[config.mk]
export PLATFORM = sky130hd
export DESIGN_NAME = sysid_probe_master
export DESIGN_NICKNAME = d
export VERILOG_FILES = /design/src/rtl/sysid_probe_master_pkg.sv /design/src/rtl/sysid_probe_master.sv
export SDC_FILE = /design/constraint.sdc
export NUM_CORES = 1
export LEC_CHECK = 0
export CAP_MARGIN = 25
export CORE_MARGIN = 4
export CORE_UTILIZATION = 48
export DETAILED_ROUTE_END_ITERATION = 10
export MAX_ROUTING_LAYER = met4
export PLACE_DENSITY = 0.86
export SLEW_MARGIN = 40
export SYNTH_ARGS = -nofsm -noshare
export SYNTH_HDL_FRONTEND = slang
export SYNTH_SLANG_ARGS = --single-unit
[constraint.sdc]
create_clock -name clock -period 4.2 [get_ports clock]
set_clock_uncertainty 0.2 [all_clocks]
set_input_delay 0.42 -clock clock [delete_from_list [all_inputs] [get_ports clock]]
set_output_delay 0.42 -clock clock [all_outputs]
set_load 0.05 [all_outputs]
[src/rtl/sysid_probe_master_pkg.sv]
`default_nettype none
// ============================================================================
// sysid_probe_master_pkg : probe FSM states and sysid slave register offsets
// Rev 1.0
// ============================================================================
package sysid_probe_master_pkg;

  typedef enum logic [2:0] {
    IDLE  = 3'd0,
    RD_ID = 3'd1,
    WT_ID = 3'd2,
    RD_TS = 3'd3,
    WT_TS = 3'd4,
    DONE  = 3'd5
  } state_e;

  localparam logic [31:0] SYSID_ID_OFFSET = 32'h0000_0000;
  localparam logic [31:0] SYSID_TS_OFFSET = 32'h0000_0004;

endpackage
`default_nettype wire

[src/rtl/sysid_probe_master.sv]
`default_nettype none
// ============================================================================
// sysid_probe_master : Avalon-MM reader that checks sysid ID/timestamp words
// Rev 1.0
// ============================================================================
module sysid_probe_master
  import sysid_probe_master_pkg::*;
#(
  parameter int unsigned ADDR_WIDTH        = 32,
  parameter logic [31:0] BASE_ADDR         = 32'h0000_0000,
  parameter logic [31:0] EXPECTED_ID       = 32'h0000_0000,
  parameter logic [31:0] EXPECTED_TS       = 32'd1673199811,
  parameter bit          USE_READDATAVALID = 1'b1,
  parameter int unsigned TIMEOUT_CYCLES    = 255
) (
  input  logic                  clock,
  input  logic                  reset,
  input  logic                  start,
  output logic [ADDR_WIDTH-1:0] avm_address,
  output logic                  avm_read,
  input  logic                  avm_waitrequest,
  input  logic [31:0]           avm_readdata,
  input  logic                  avm_readdatavalid,
  output logic                  busy,
  output logic                  done,
  output logic                  id_ok,
  output logic                  ts_ok,
  output logic                  timeout,
  output logic [31:0]           id_value,
  output logic [31:0]           ts_value
);

  state_e      state_q, state_d;
  logic [7:0]  cnt_q, cnt_d;
  logic        id_ok_q, id_ok_d;
  logic        ts_ok_q, ts_ok_d;
  logic        timeout_q, timeout_d;
  logic [31:0] id_val_q, id_val_d;
  logic [31:0] ts_val_q, ts_val_d;

  logic        accept;
  logic        cap_rd;
  logic        cap_wt;
  logic        expired;
  logic        in_rd;
  logic        in_ts;
  logic [7:0]  cnt_inc;

  assign accept = avm_read & ~avm_waitrequest;

  // cap_rd: data arrives in the accept cycle; cap_wt: data arrives later
  generate
    if (USE_READDATAVALID) begin : g_rdv
      assign cap_rd = accept & avm_readdatavalid;
      assign cap_wt = avm_readdatavalid;
    end else begin : g_accept
      logic unused_rdv;
      assign unused_rdv = avm_readdatavalid;
      assign cap_rd     = accept;
      assign cap_wt     = 1'b0;
    end
  endgenerate

  assign cnt_inc = (cnt_q == 8'hFF) ? cnt_q : cnt_q + 8'd1;
  assign expired = ({1'b0, cnt_q} + 9'd1) >= 9'(TIMEOUT_CYCLES);
  assign in_rd   = (state_q == RD_ID) || (state_q == RD_TS);
  assign in_ts   = (state_q == RD_TS) || (state_q == WT_TS);

  always_comb begin
    state_d   = state_q;
    cnt_d     = cnt_q;
    id_ok_d   = id_ok_q;
    ts_ok_d   = ts_ok_q;
    timeout_d = timeout_q;
    id_val_d  = id_val_q;
    ts_val_d  = ts_val_q;
    unique case (state_q)
      IDLE: begin
        if (start) begin
          state_d   = RD_ID;
          cnt_d     = 8'd0;
          id_ok_d   = 1'b0;
          ts_ok_d   = 1'b0;
          timeout_d = 1'b0;
          id_val_d  = 32'd0;
          ts_val_d  = 32'd0;
        end
      end
      RD_ID, WT_ID: begin
        cnt_d = cnt_inc;
        if (in_rd ? cap_rd : cap_wt) begin
          id_val_d = avm_readdata;
          id_ok_d  = (avm_readdata == EXPECTED_ID);
          cnt_d    = 8'd0;
          state_d  = RD_TS;
        end else if (in_rd && accept) begin
          state_d = WT_ID;
        end else if (expired) begin
          timeout_d = 1'b1;
          state_d   = DONE;
        end
      end
      RD_TS, WT_TS: begin
        cnt_d = cnt_inc;
        if (in_rd ? cap_rd : cap_wt) begin
          ts_val_d = avm_readdata;
          ts_ok_d  = (avm_readdata == EXPECTED_TS);
          state_d  = DONE;
        end else if (in_rd && accept) begin
          state_d = WT_TS;
        end else if (expired) begin
          timeout_d = 1'b1;
          state_d   = DONE;
        end
      end
      DONE:    state_d = IDLE;
      default: state_d = IDLE;
    endcase
  end

  always_ff @(posedge clock) begin
    if (reset) begin
      state_q   <= IDLE;
      cnt_q     <= 8'd0;
      id_ok_q   <= 1'b0;
      ts_ok_q   <= 1'b0;
      timeout_q <= 1'b0;
      id_val_q  <= 32'd0;
      ts_val_q  <= 32'd0;
    end else begin
      state_q   <= state_d;
      cnt_q     <= cnt_d;
      id_ok_q   <= id_ok_d;
      ts_ok_q   <= ts_ok_d;
      timeout_q <= timeout_d;
      id_val_q  <= id_val_d;
      ts_val_q  <= ts_val_d;
    end
  end

  assign avm_read    = in_rd;
  assign avm_address = ADDR_WIDTH'(BASE_ADDR + (in_ts ? SYSID_TS_OFFSET : SYSID_ID_OFFSET));
  assign busy        = (state_q != IDLE) && (state_q != DONE);
  assign done        = (state_q == DONE);
  assign id_ok       = id_ok_q;
  assign ts_ok       = ts_ok_q;
  assign timeout     = timeout_q;
  assign id_value    = id_val_q;
  assign ts_value    = ts_val_q;

endmodule
`default_nettype wire
Word-level counts from Yosys, hierarchy flattened
Index checks and enable logic that the tools add are counted.

storage, ports and cells
  output and inout port bits = 102
  register bits after elaboration = 78
  bits of input ports = 37
  word-level logic and storage cells = 71

cells by class
  equal/unequal tests = 14
  reductions and logical operators = 18
  bitwise logic cells = 3
  order comparisons = 1
  add/sub/neg operators = 2
  mux-type cells = 26

operator list
  kind                                                                                 count
  32-bit case mux with 2 select lines                                                  2
  32-bit 2-to-1 mux                                                                    2
  32-bit by 31-bit equality test with 1-bit output, second input constant              1
  32-bit logical NOT                                                                   1
  8-bit 2-to-1 mux                                                                     3
  8-bit case mux with 3 select lines                                                   1
  3-bit 2-to-1 mux                                                                     7
  2-bit != test, second input constant                                                 5
  8-bit by 1-bit adder with 9-bit output, second input constant                        1
  9-bit by 8-bit greater-or-equal comparator with 1-bit output, second input constant  1
  3-bit case mux with 3 select lines                                                   1
  8-bit by 1-bit adder with 8-bit output, second input constant                        1
  8-bit equality test, second input constant                                           1
  1-bit 2-to-1 mux                                                                     7
  3-bit by 2-bit equality test with 1-bit output, second input constant                2
  3-bit equality test, second input constant                                           2
  1-bit case mux with 2 select lines                                                   3
  3-bit AND reduction                                                                  2
  2-bit nonzero test                                                                   3
  3-bit nonzero test                                                                   2
  5-bit AND reduction                                                                  1
  2-bit OR reduction                                                                   2
  4-bit OR reduction                                                                   1
  3-bit by 1-bit equality test with 1-bit output, second input constant                1
  8 further kinds                                                                      11

Depth between registers and ports, before layout
Gate-level depths: netlist (run 1).

  depth after elaboration = 7
  depth in mapped cells = 8
  depth with buffers taken out = 7

Worst setup path after synthesis (run 1)
OpenSTA, ideal clock, no wires.

  path kind = reg-to-output
  start = reg state_q[0]
  end = out busy
  arrival = 1.880 ns
  stages on the path, launching flop included = 5
  buffers on the path = 2
  slack = 1.700 ns
  required time = 3.580 ns
  path through = dfxtp_1 buf_6 buf_4 nor2b_1 or3_1

between the ends
  longest elaborated chain between the ends = 2
  elaborated cells between the ends (all ways) = 3
  those cells by class = eq/ne (1); reduce/logical (2)

ends and longest elaborated chain
  item                                                        line                       text
  start: declaration                                          sysid_probe_master.sv:33   state_e state_q, state_d;
  start signal: assignment                                    sysid_probe_master.sv:131  state_q <= state_d;
  3-bit != test / 3-bit nonzero test (equally long branches)  sysid_probe_master.sv:143  assign busy = (state_q != IDLE) && (state_q != DONE);
  1-bit logical AND (*)                                       sysid_probe_master.sv:143
  end: declaration                                            sysid_probe_master.sv:24   output logic busy,

Mark *: on every way between the ends. The rest lies on a longest branch, timed or not.

Final worst setup path (run 1)
  start = reg state_q[0]
  end = out avm_address[2]

between the ends
  longest elaborated chain between the ends = 3
  elaborated cells between the ends (all ways) = 4
  those cells by class = eq/ne (2); mux (1); reduce/logical (1)

ends and longest elaborated chain
  item                                                                                          line                       text
  3-bit by 2-bit equality test with 1-bit output / 3-bit equality test (equally long branches)  sysid_probe_master.sv:67   assign in_ts = (state_q == RD_TS) || (state_q == WT_TS);
  1-bit logical OR (*)                                                                          sysid_probe_master.sv:67
  3-bit 2-to-1 mux (*)                                                                          sysid_probe_master.sv:142  assign avm_address = ADDR_WIDTH'(BASE_ADDR + (in_ts ? SYSID_TS_OFFSET : SYSID_ID_OFFSET));
  end: declaration                                                                              sysid_probe_master.sv:19   output logic [ADDR_WIDTH-1:0] avm_address,

Marks and branches as above.

==> flow_summary.json, run 1 <==
{
  "run_status": "finished clean",
  "die_area_um2": 9338,
  "worst_setup_path_start_kind": "flip-flop",
  "routedWlPerCell_um": 16.19,
  "dr_total_vias": 3655,
  "hold_viol_final": 0,
  "netlist_instances": 469,
  "most_frequent_cell_after_synthesis": "dfxtp_1",
  "final_cell_count_no_fill": 662,
  "max-vdd-ir-drop_mv": 0.2420,
  "synthesis.yosys.warnings": 0,
  "regToRegSetupSlack_ns": 1.69,
  "synth-main-ff-cell": "dfxtp_1",
  "synth_commonest_cells": "dfxtp_1 (78), a21oi_1 (76), nand2_1 (75)",
  "cts_num_sinks": 78,
  "leakage_uw": 0.001639,
  "relSlewSlack_pct": 54.26,
  "post-dp-hpwl_um": 7275,
  "asyncSetResetFlopFracSynth_pct": 0,
  "worstPathArrival_ns": 2.66,
  "summed_instance_area_of_the_synthesized_netlist_um2": 3771,
  "layout_min_cycle_time_ns": 3.285,
  "global_route.overflow_total": 0,
  "vias_in_the_first_global_route": 3412,
  "worst_hold_slack_ns": 0.2555,
  "clk_root_buffer_cell": "clkbuf_8",
  "rows": 32,
  "drt.antenna.violating_nets": 0,
  "finalCoreUtilization_pct": 63.93,
  "die_height_um": 96.64,
  "count_of_pins_over_their_slew_limit": 0,
  "place_congestion": 0.8652,
  "cts_tree": "built",
  "timing.critical_path.required_ns": 3.58,
  "synth_area_in_xor_xnor_pct": 1.161,
  "critical_path.startpoint": "state_q[0]",
  "postLayoutCellArea_um2": 4915,
  "placement.cell_area_um2": 4682,
  "cell_taking_the_most_area_after_synthesis": "dfxtp_1",
  "post_synth_num_cell_types": 52,
  "antenna_found_initial": 0,
  "vias_per_cell": 5.521,
  "finalCritPeriodShare_pct": 78.21,
  "floorplan.io_pins": 139,
  "core_region_area_um2": 7687,
  "cp-end-kind": "primary output",
  "r2r_cells": 6,
  "worst_r2r_endpoint": "id_value[16]",
  "synth_top_family_by_area": "simple AND/OR/NAND/NOR gates",
  "finalSetupViolCount": 0,
  "synth.ff_latch_count": 78,
  "yosysSeqAreaShare_pct": 41.41,
  "grt_start_max_net_pins": 52,
  "synth-compound-area-share_pct": 16.06,
  "crit_type": "flip-flop to primary output",
  "post-cts-setup-buffers": 0,
  "worstSkewPairLatency_ns": 0.35,
  "wl_um": 10720,
  "dr_iter_0_viols": 290,
  "drtPass1Iterations": 5,
  "ctsHtreeMaxLevel": 3,
  "max-cap-violations": 0,
  "worst_pin_slew_ns": 0.6798,
  "num_antenna_cells": 0,
  "finalNetCount": 594,
  "synthMuxAreaShare_pct": 0.5309,
  "worstReg2RegStart": "state_q[0]",
  "grtUsageTotal_pct": 22.43,
  "post_cts_hold_buffer_count": 0,
  "die_x_um": 96.64,
  "numPortBuffers": 107,
  "clock_path_buffers": 2,
  "cts_inserted_buffers": 9,
  "initial_core_util_pct": 49.06,
  "rsz_0062_raised_after_global_routing": "no",
  "grt_pass1_wl_um": 17060,
  "fmaxAchievable_mhz": 304.4,
  "type_of_the_tightest_min_delay_check": "flip-flop to flip-flop",
  "synth-edff-count": 0,
  "final_layout_size_suffix_gt1_share_pct": 7.321,
  "power_density_nw_per_um2": 424.3,
  "synth_simple_gate_area_share_pct": 27.94,
  "route.detailed.drc": 0,
  "setup_tns_ns": 0,
  "post-synth-top-area-fraction_pct": 41.41,
  "critical_path_peak_fanout": 34,
  "cp-endpoint": "avm_address[2]",
  "post_cts_resized": 0,
  "worst_setup_hold_path_clk_slew_ns": 0.08,
  "synthesis.area_per_instance_um2": 8.041,
  "area_growth_syn_to_layout_pct": 30.33,
  "placed_cells": 646,
  "synth-adder-area-share_pct": 0.6636,
  "synth.area.top_cells": "dfxtp_1 (41%), a21oi_1 (10%), nand3_1 (9.6%), buf_4 (8.2%), nand2_1 (7.5%)",
  "nFillCells": 641
}
area by class of cell:
cell class	count	area, um^2	share of cell area (%)
Inverter	3	11.26	0.2291
Clock buffer	11	151.4	3.080
Sequential cell	78	1562	31.77
Tap cell	102	127.6	2.597
Clock inverter	5	81.33	1.655
Multi-Input combinational cell	350	1871	38.06
Timing Repair Buffer	113	1111	22.61
through the flow:
| step | setup WS (ns) | power (uW) |
|---|---|---|
| finish | 0.9150 | 2085 |
| global route | 0.7648 | 2162 |
| CTS | 0.9213 | 2083 |
| detailed placement | 1.309 | 1439 |
| global placement | 1.381 | 1428 |
| floorplan | 1.700 | 1299 |
routing by layer:
metal	wire length (um)	up-vias	GRT usage, %
met3	965	21	6.200
li1	-	1741	-
met2	5003	181	34.29
met5	0	-	-
met4	208	0	6.803
met1	4542	1712	29.02
where the power goes:
group / switching, uW / total (uW) / internal, uW
registers: 41.7 / 818 / 776
logic: 436 / 613 / 176
clock network: 287 / 655 / 367
total: 765 / 2090 / 1320
worst min path at each step:
stage	depth (start not counted)	to	slack, ns	start
final	2	id_value[1]	0.26	id_value[1]
after global routing	2	ts_value[14]	0.27	ts_value[14]
after CTS	2	id_value[31]	0.26	id_value[31]
after detailed placement	2	id_value[18]	0.25	id_value[18]
after global placement	2	id_value[31]	0.24	id_value[31]
after floorplan	2	cnt_q[4]	0.31	cnt_q[4]
sequential cells by signal (all words and copies together), names as in the netlist:
signal,flops
ts_value,32
ts_ok,1
id_value,32
timeout,1
id_ok,1
state_q,3
cnt_q,8
critical path, stage by stage, from the launching register on:
cell and delay (ns):
dfxtp_1 0.74, nand3_2 0.21, o21ai_2 0.10, buf_4 0.36, clkdlybuf4s50_1 0.89
cells in the final DEF, fill, tap and decap left out, types with 3 or more instances in the layout:
cell type / netlist / routed
clkdlybuf4s50_1: 0 / 106
dfxtp_1: 78 / 78
a21oi_1: 76 / 75
nand2_1: 75 / 74
nand3_1: 72 / 72
conb_1: 1 / 31
clkbuf_8: 0 / 11
nor4_1: 9 / 9
nor2_1: 8 / 8
o21ai_0: 6 / 6
buf_4: 41 / 6
nand2b_1: 5 / 5
nor3_1: 5 / 5
nand4_1: 4 / 4
xnor2_1: 4 / 4
inv_1: 3 / 3
or3_1: 3 / 3
and2_1: 3 / 3
nor3b_2: 3 / 3
nand3b_1: 3 / 3
o21ai_1: 3 / 3
a31oi_1: 3 / 3
cell families (layout without fill, tap and decap cells):
kind of cell,after synthesis,in the layout
buf+inv,71,132
compound gates,104,104
flops,78,78
fa+ha+maj,2,2
simple gates,206,206
xor+xnor,5,5
other cells,1,31
mux,2,2
Power figures use the tool's default switching activity.
==> run 2, diff against run 1 <==
--- a/config.mk
+++ b/config.mk
@@ -7,10 +7,10 @@
 export LEC_CHECK = 0
 export CAP_MARGIN = 25
 export CORE_MARGIN = 4
-export CORE_UTILIZATION = 48
+export CORE_UTILIZATION = 40
 export DETAILED_ROUTE_END_ITERATION = 10
 export MAX_ROUTING_LAYER = met4
-export PLACE_DENSITY = 0.86
+export PLACE_DENSITY = 0.76
 export SLEW_MARGIN = 40
 export SYNTH_ARGS = -nofsm -noshare
 export SYNTH_HDL_FRONTEND = slang
==> constraint.sdc (replaced) <==
create_clock -name clock -period 2.8 [get_ports clock]
set_clock_uncertainty 0.2 [all_clocks]
set_input_delay 0.28 -clock clock [delete_from_list [all_inputs] [get_ports clock]]
set_output_delay 0.28 -clock clock [all_outputs]
set_load 0.05 [all_outputs]
==> run 2 against run 1 <==
  * Critical path type unchanged
  * Sequential power is 49% higher
  * Via count is 1.1% lower
  * Utilization down 10 points
  * Wire length is 1.6% higher
  * Non-clock buffer count grew 4
==> flow_summary.json, run 2 (synthesis results as in run 1) <==
{
  "grt_pass1_wl_um": 17620,
  "clk_root_buffer_cell": "clkbuf_8",
  "cells_along_the_critical_path": "nand2b_1 > nor2_1 > clkdlybuf4s50_1",
  "post-dp-hpwl_um": 7558,
  "layout.cells.most_common": "clkdlybuf4s50_1",
  "grt_start_max_net_pins": 58,
  "leakage_uw": 0.001643,
  "wl_um": 10890,
  "slowest_delay_ns": 0.81,
  "count_of_pins_over_their_slew_limit": 0,
  "ctsHtreeMaxLevel": 3,
  "layout_min_cycle_time_ns": 2.545,
  "post_cts_hold_buffer_count": 0,
  "antenna_found_initial": 0,
  "worstSkewPairLatency_ns": 0.34,
  "worst_setup_hold_path_clk_slew_ns": 0.09,
  "area_growth_syn_to_layout_pct": 31.02,
  "r2r_cells": 5,
  "worst_pin_slew_ns": 0.6051,
  "rows": 35,
  "relSlewSlack_pct": 59.66,
  "post-cts-setup-buffers": 0,
  "wl_met1_um": 4896,
  "worstHoldStart": "reset",
  "global_route.overflow_total": 0,
  "drt.antenna.violating_nets": 0,
  "initial_core_util_pct": 41.01,
  "fmaxAchievable_mhz": 393.0,
  "drtPass1Iterations": 4,
  "vias_per_cell": 5.354,
  "numPortBuffers": 107,
  "setup_tns_ns": 0,
  "finalCritPeriodShare_pct": 90.88,
  "worstPathArrival_ns": 2.06,
  "cts_tree": "built",
  "grtUsageTotal_pct": 20.08,
  "num_antenna_cells": 0,
  "placed_cells": 659,
  "die_height_um": 105.1,
  "dr_iter_0_viols": 258,
  "final_cell_count_no_fill": 675,
  "worst_hold_slack_ns": 0.2008,
  "crit_type": "flip-flop to primary output",
  "regToRegSetupSlack_ns": 0.53,
  "post_cts_resized": 0,
  "finalSetupViolCount": 0,
  "met2RoutedLength_um": 5038,
  "run_status": "finished clean",
  "dr_total_vias": 3614,
  "top_routing_layer_used": "met4",
  "max-cap-violations": 0,
  "cp-end-kind": "primary output",
  "route.detailed.drc": 0,
  "place_congestion": 0.8341,
  "cells_on_worst_hold_path": 2,
  "critical_path_peak_fanout": 15,
  "power_uw": 3030,
  "type_of_the_tightest_min_delay_check": "primary input to flip-flop",
  "worst_setup_path_start_kind": "flip-flop",
  "leading_cell_types_in_the_layout_fill_and_taps_excluded": "clkdlybuf4s50_1 (105), dfxtp_1 (78), nand2_1 (75), a21oi_1 (75), nand3_1 (72)",
  "power_density_nw_per_um2": 613.2,
  "finalNetCount": 598,
  "routedWlPerCell_um": 16.14,
  "hold_viol_final": 0,
  "clock_path_buffers": 2,
  "die_area_um2": 11050,
  "timing.critical_path.required_ns": 2.32,
  "timing.critical_path.slowest_stage_cell": "clkdlybuf4s50_1",
  "rsz_0062_raised_after_global_routing": "no",
  "worst_r2r_endpoint": "cnt_q[1]",
  "worstReg2RegStart": "cnt_q[0]",
  "nFillCells": 862,
  "floorplan.io_pins": 139,
  "cts_num_sinks": 78,
  "hold_path_end": "id_value[24]",
  "final_layout_size_suffix_gt1_share_pct": 7.801,
  "core_region_area_um2": 9196,
  "die_x_um": 105.1,
  "met3_wirelength_um": 722,
  "cts_inserted_buffers": 9,
  "vias_in_the_first_global_route": 3502,
  "max-vdd-ir-drop_mv": 0.2763
}
[run 2: how the worst max path moves through the flow]
stage / startpoint / to / slack [ns] / cells past startpoint
global route: state_q[1] / done / 0.14 / 3
finish: state_q[1] / done / 0.26 / 3
global placement: avm_readdata[13] / ts_ok / 0.54 / 7
detailed placement: avm_readdatavalid / id_value[12] / 0.53 / 7
floorplan: state_q[0] / busy / 0.44 / 4
CTS: state_q[1] / done / 0.24 / 3
[run 2: per-stage QoR]
step	util, %	area [um^2]	worst slack, ns
after floorplan	-	3884	0.4404
after global placement	51.58	4743	0.5366
after detailed placement	51.58	4743	0.5326
after CTS	53.73	4941	0.2391
after global routing	53.73	4941	0.1385
final	53.73	4941	0.2553
[run 2: final cells by class]
cell class / instances / area (um^2) / area share, %
Timing Repair Buffer: 117 / 1164 / 23.55
Tap cell: 111 / 138.9 / 2.811
Clock buffer: 10 / 127.6 / 2.583
Clock inverter: 6 / 70.07 / 1.418
Inverter: 3 / 11.26 / 0.2279
Sequential cell: 78 / 1562 / 31.60
Multi-Input combinational cell: 350 / 1868 / 37.81
[run 2: metal layers]
| metal | up-vias | GRT usage [%] |
|---|---|---|
| li1 | 1761 | - |
| met1 | 1687 | 26.37 |
| met2 | 146 | 31.16 |
| met3 | 20 | 3.521 |
| met4 | 0 | 7.123 |
| met5 | - | - |
[run 2: report_power, final]
part / switching [uW] / internal [uW]
registers: 53.0 / 1160
clock network: 439 / 419
logic: 670 / 284
[run 2: worst max-delay path, delay by kind of cell, from the launching register on]
kind                   cells  cell delay [ns]
AND/OR/NAND/NOR            2             0.43
flip-flops                 1             0.48
buffers and inverters      1             0.81
==> run 3, diff against run 2 <==
--- a/config.mk
+++ b/config.mk
@@ -5,7 +5,7 @@
 export SDC_FILE = /design/constraint.sdc
 export NUM_CORES = 1
 export LEC_CHECK = 0
-export CAP_MARGIN = 25
+export CORE_ASPECT_RATIO = 0.75
 export CORE_MARGIN = 4
 export CORE_UTILIZATION = 40
 export DETAILED_ROUTE_END_ITERATION = 10
==> run 3 against run 2 <==
  * Critical path depth up 1
  * Sequential share of layout area down 1.3 points
  * Non-clock buffer count unchanged
  * Power up 18%
  * Critical path type unchanged
  * Largest cell class unchanged
==> flow_summary.json, run 3 (synthesis results as in run 1) <==
{
  "initial_core_util_pct": 41.34,
  "antenna_found_initial": 0,
  "worst_pin_slew_ns": 0.8315,
  "numPortBuffers": 107,
  "combPwrFrac_pct": 27.4,
  "area_of_the_multi_input_gates_um2": 1883,
  "relSlewSlack_pct": 44.57,
  "clock_power_share_pct": 38.6,
  "num_antenna_cells": 0,
  "cells_along_the_critical_path": "inv_1 > nor2_1 > or3_1 > clkdlybuf4s50_1",
  "count_of_pins_over_their_slew_limit": 0,
  "layout.cells.most_common": "clkdlybuf4s50_1",
  "drt.antenna.violating_nets": 0,
  "power_density_nw_per_um2": 695.2,
  "rsz_0062_raised_after_global_routing": "no",
  "final-seq-area_um2": 1562,
  "leakage_uw": 0.001733,
  "sequential_share_of_power_pct": 34.0,
  "rows": 30,
  "final_cell_count_no_fill": 691,
  "grtUsageTotal_pct": 20.99,
  "crit_type": "flip-flop to primary output",
  "grt_start_max_net_pins": 78,
  "post_cts_resized": 0,
  "slowest_delay_ns": 0.79,
  "ctsHtreeMaxLevel": 3,
  "core_region_area_um2": 9121,
  "die_height_um": 92.09,
  "dr_total_vias": 3663,
  "cts_num_sinks": 78,
  "die_area_um2": 11060,
  "worst_setup_hold_path_clk_slew_ns": 0.06,
  "post-cts-setup-buffers": 0,
  "worst_setup_path_start_kind": "flip-flop",
  "placed_cells": 676,
  "clk_root_buffer_cell": "clkbuf_16",
  "hold_viol_final": 0,
  "setup_tns_ns": 0,
  "vias_per_cell": 5.301,
  "critical_path_peak_fanout": 9,
  "clock_path_buffers": 2,
  "area_growth_syn_to_layout_pct": 36.53,
  "routedWlPerCell_um": 16.64,
  "worstPathArrival_ns": 2.13,
  "drtPass1Iterations": 5,
  "route.detailed.drc": 0,
  "finalSetupViolCount": 0,
  "global_route.overflow_total": 0,
  "switching_fraction_pct": 32.98,
  "grt_pass1_wl_um": 18150,
  "timing.critical_path.slowest_stage_cell": "clkdlybuf4s50_1",
  "die_x_um": 120.1,
  "run_status": "finished clean",
  "type_of_the_tightest_min_delay_check": "primary input to flip-flop",
  "dr_iter_0_viols": 307,
  "cp-end-kind": "primary output",
  "timing.critical_path.required_ns": 2.32,
  "cellInternalPower_uw": 2399,
  "worstSkewPairLatency_ns": 0.33,
  "max-vdd-ir-drop_mv": 0.4083,
  "leading_cell_types_in_the_layout_fill_and_taps_excluded": "clkdlybuf4s50_1 (105), dfxtp_1 (78), nand2_1 (75), a21oi_1 (75), nand3_1 (72)",
  "nFillCells": 837,
  "fmaxAchievable_mhz": 383.0,
  "final_layout_size_suffix_gt1_share_pct": 7.815,
  "wl_um": 11500,
  "cts_inserted_buffers": 9,
  "layout_min_cycle_time_ns": 2.611,
  "vias_in_the_first_global_route": 3468,
  "floorplan.io_pins": 139,
  "post_cts_hold_buffer_count": 0,
  "max-cap-violations": 0,
  "net-switching-power_uw": 1181,
  "place_congestion": 0.8276,
  "cts_tree": "built",
  "finalNetCount": 598,
  "finalCritPeriodShare_pct": 93.24,
  "post-dp-hpwl_um": 7948
}
## run 3: cell count changes in the layout (fill, tap and decap cells not counted), moves of 2 or more
cell        previous run  this run
bufinv_16              1         3
clkbuf_16              0         9
clkbuf_8               9         3
clkinvlp_4             3         0
inv_6                  2         0
## run 3: metrics by stage
step           hold slack (ns)  utilization (%)  worst slack, ns  total power [uW]  area (um^2)
6_report                0.1575            56.45           0.1892              3580         5149
5_1_grt                 0.1739            56.45           0.1064              3713         5149
4_1_cts                 0.1623            56.45           0.1851              3593         5149
3_5_place_dp            0.2468            52.54           0.2884              2217         4792
3_3_place_gp            0.2373            52.46           0.2042              2202         4785
2_1_floorplan           0.2265                -           0.4404              1949         3884
## run 3: worst max-delay path: cells and delay by family, from the launching register on
| kind | cells | cell delay (ns) |
|---|---|---|
| flip-flops | 1 | 0.55 |
| buffers and inverters | 2 | 1.03 |
| AND/OR/NAND/NOR | 2 | 0.21 |
## run 3: final timing paths
| check | start | end | slack, ns | cells after the start |
|---|---|---|---|---|
| worst max-delay path | state_q[2] | busy | 0.19 | 4 |
| worst min-delay path | reset | state_q[1] | 0.16 | 3 |
| worst max register to register | cnt_q[0] | cnt_q[1] | 0.51 | 5 |
| worst min register to register | ts_value[27] | ts_value[27] | 0.25 | 2 |
## run 3: routing by layer
metal  global-route usage, %  up-vias  wire length (um)
li1                        -     1756                 -
met1                   27.33     1727              5273
met2                   31.98      161              5105
met3                   6.289       19               969
met4                   5.338        0               149
met5                       -        -                 0
## run 3: area by class of cell
cell class / instances / share of cell area, %
clock buffer: 12 / 5.176
clock inverter: 3 / 1.750
inverter: 3 / 0.2187
multi-input combinational: 350 / 36.57
sequential: 78 / 30.33
tap: 128 / 3.111
timing repair buffer: 117 / 22.84
## run 3: power groups by stage
stage	Sequential [uW]	Combinational, uW	Clock (uW)
after detailed placement	1240	977	0
after global placement	1240	963	0
after CTS	1220	979	1400
after global routing	1220	1040	1450
after floorplan	1380	573	0
final	1220	979	1380
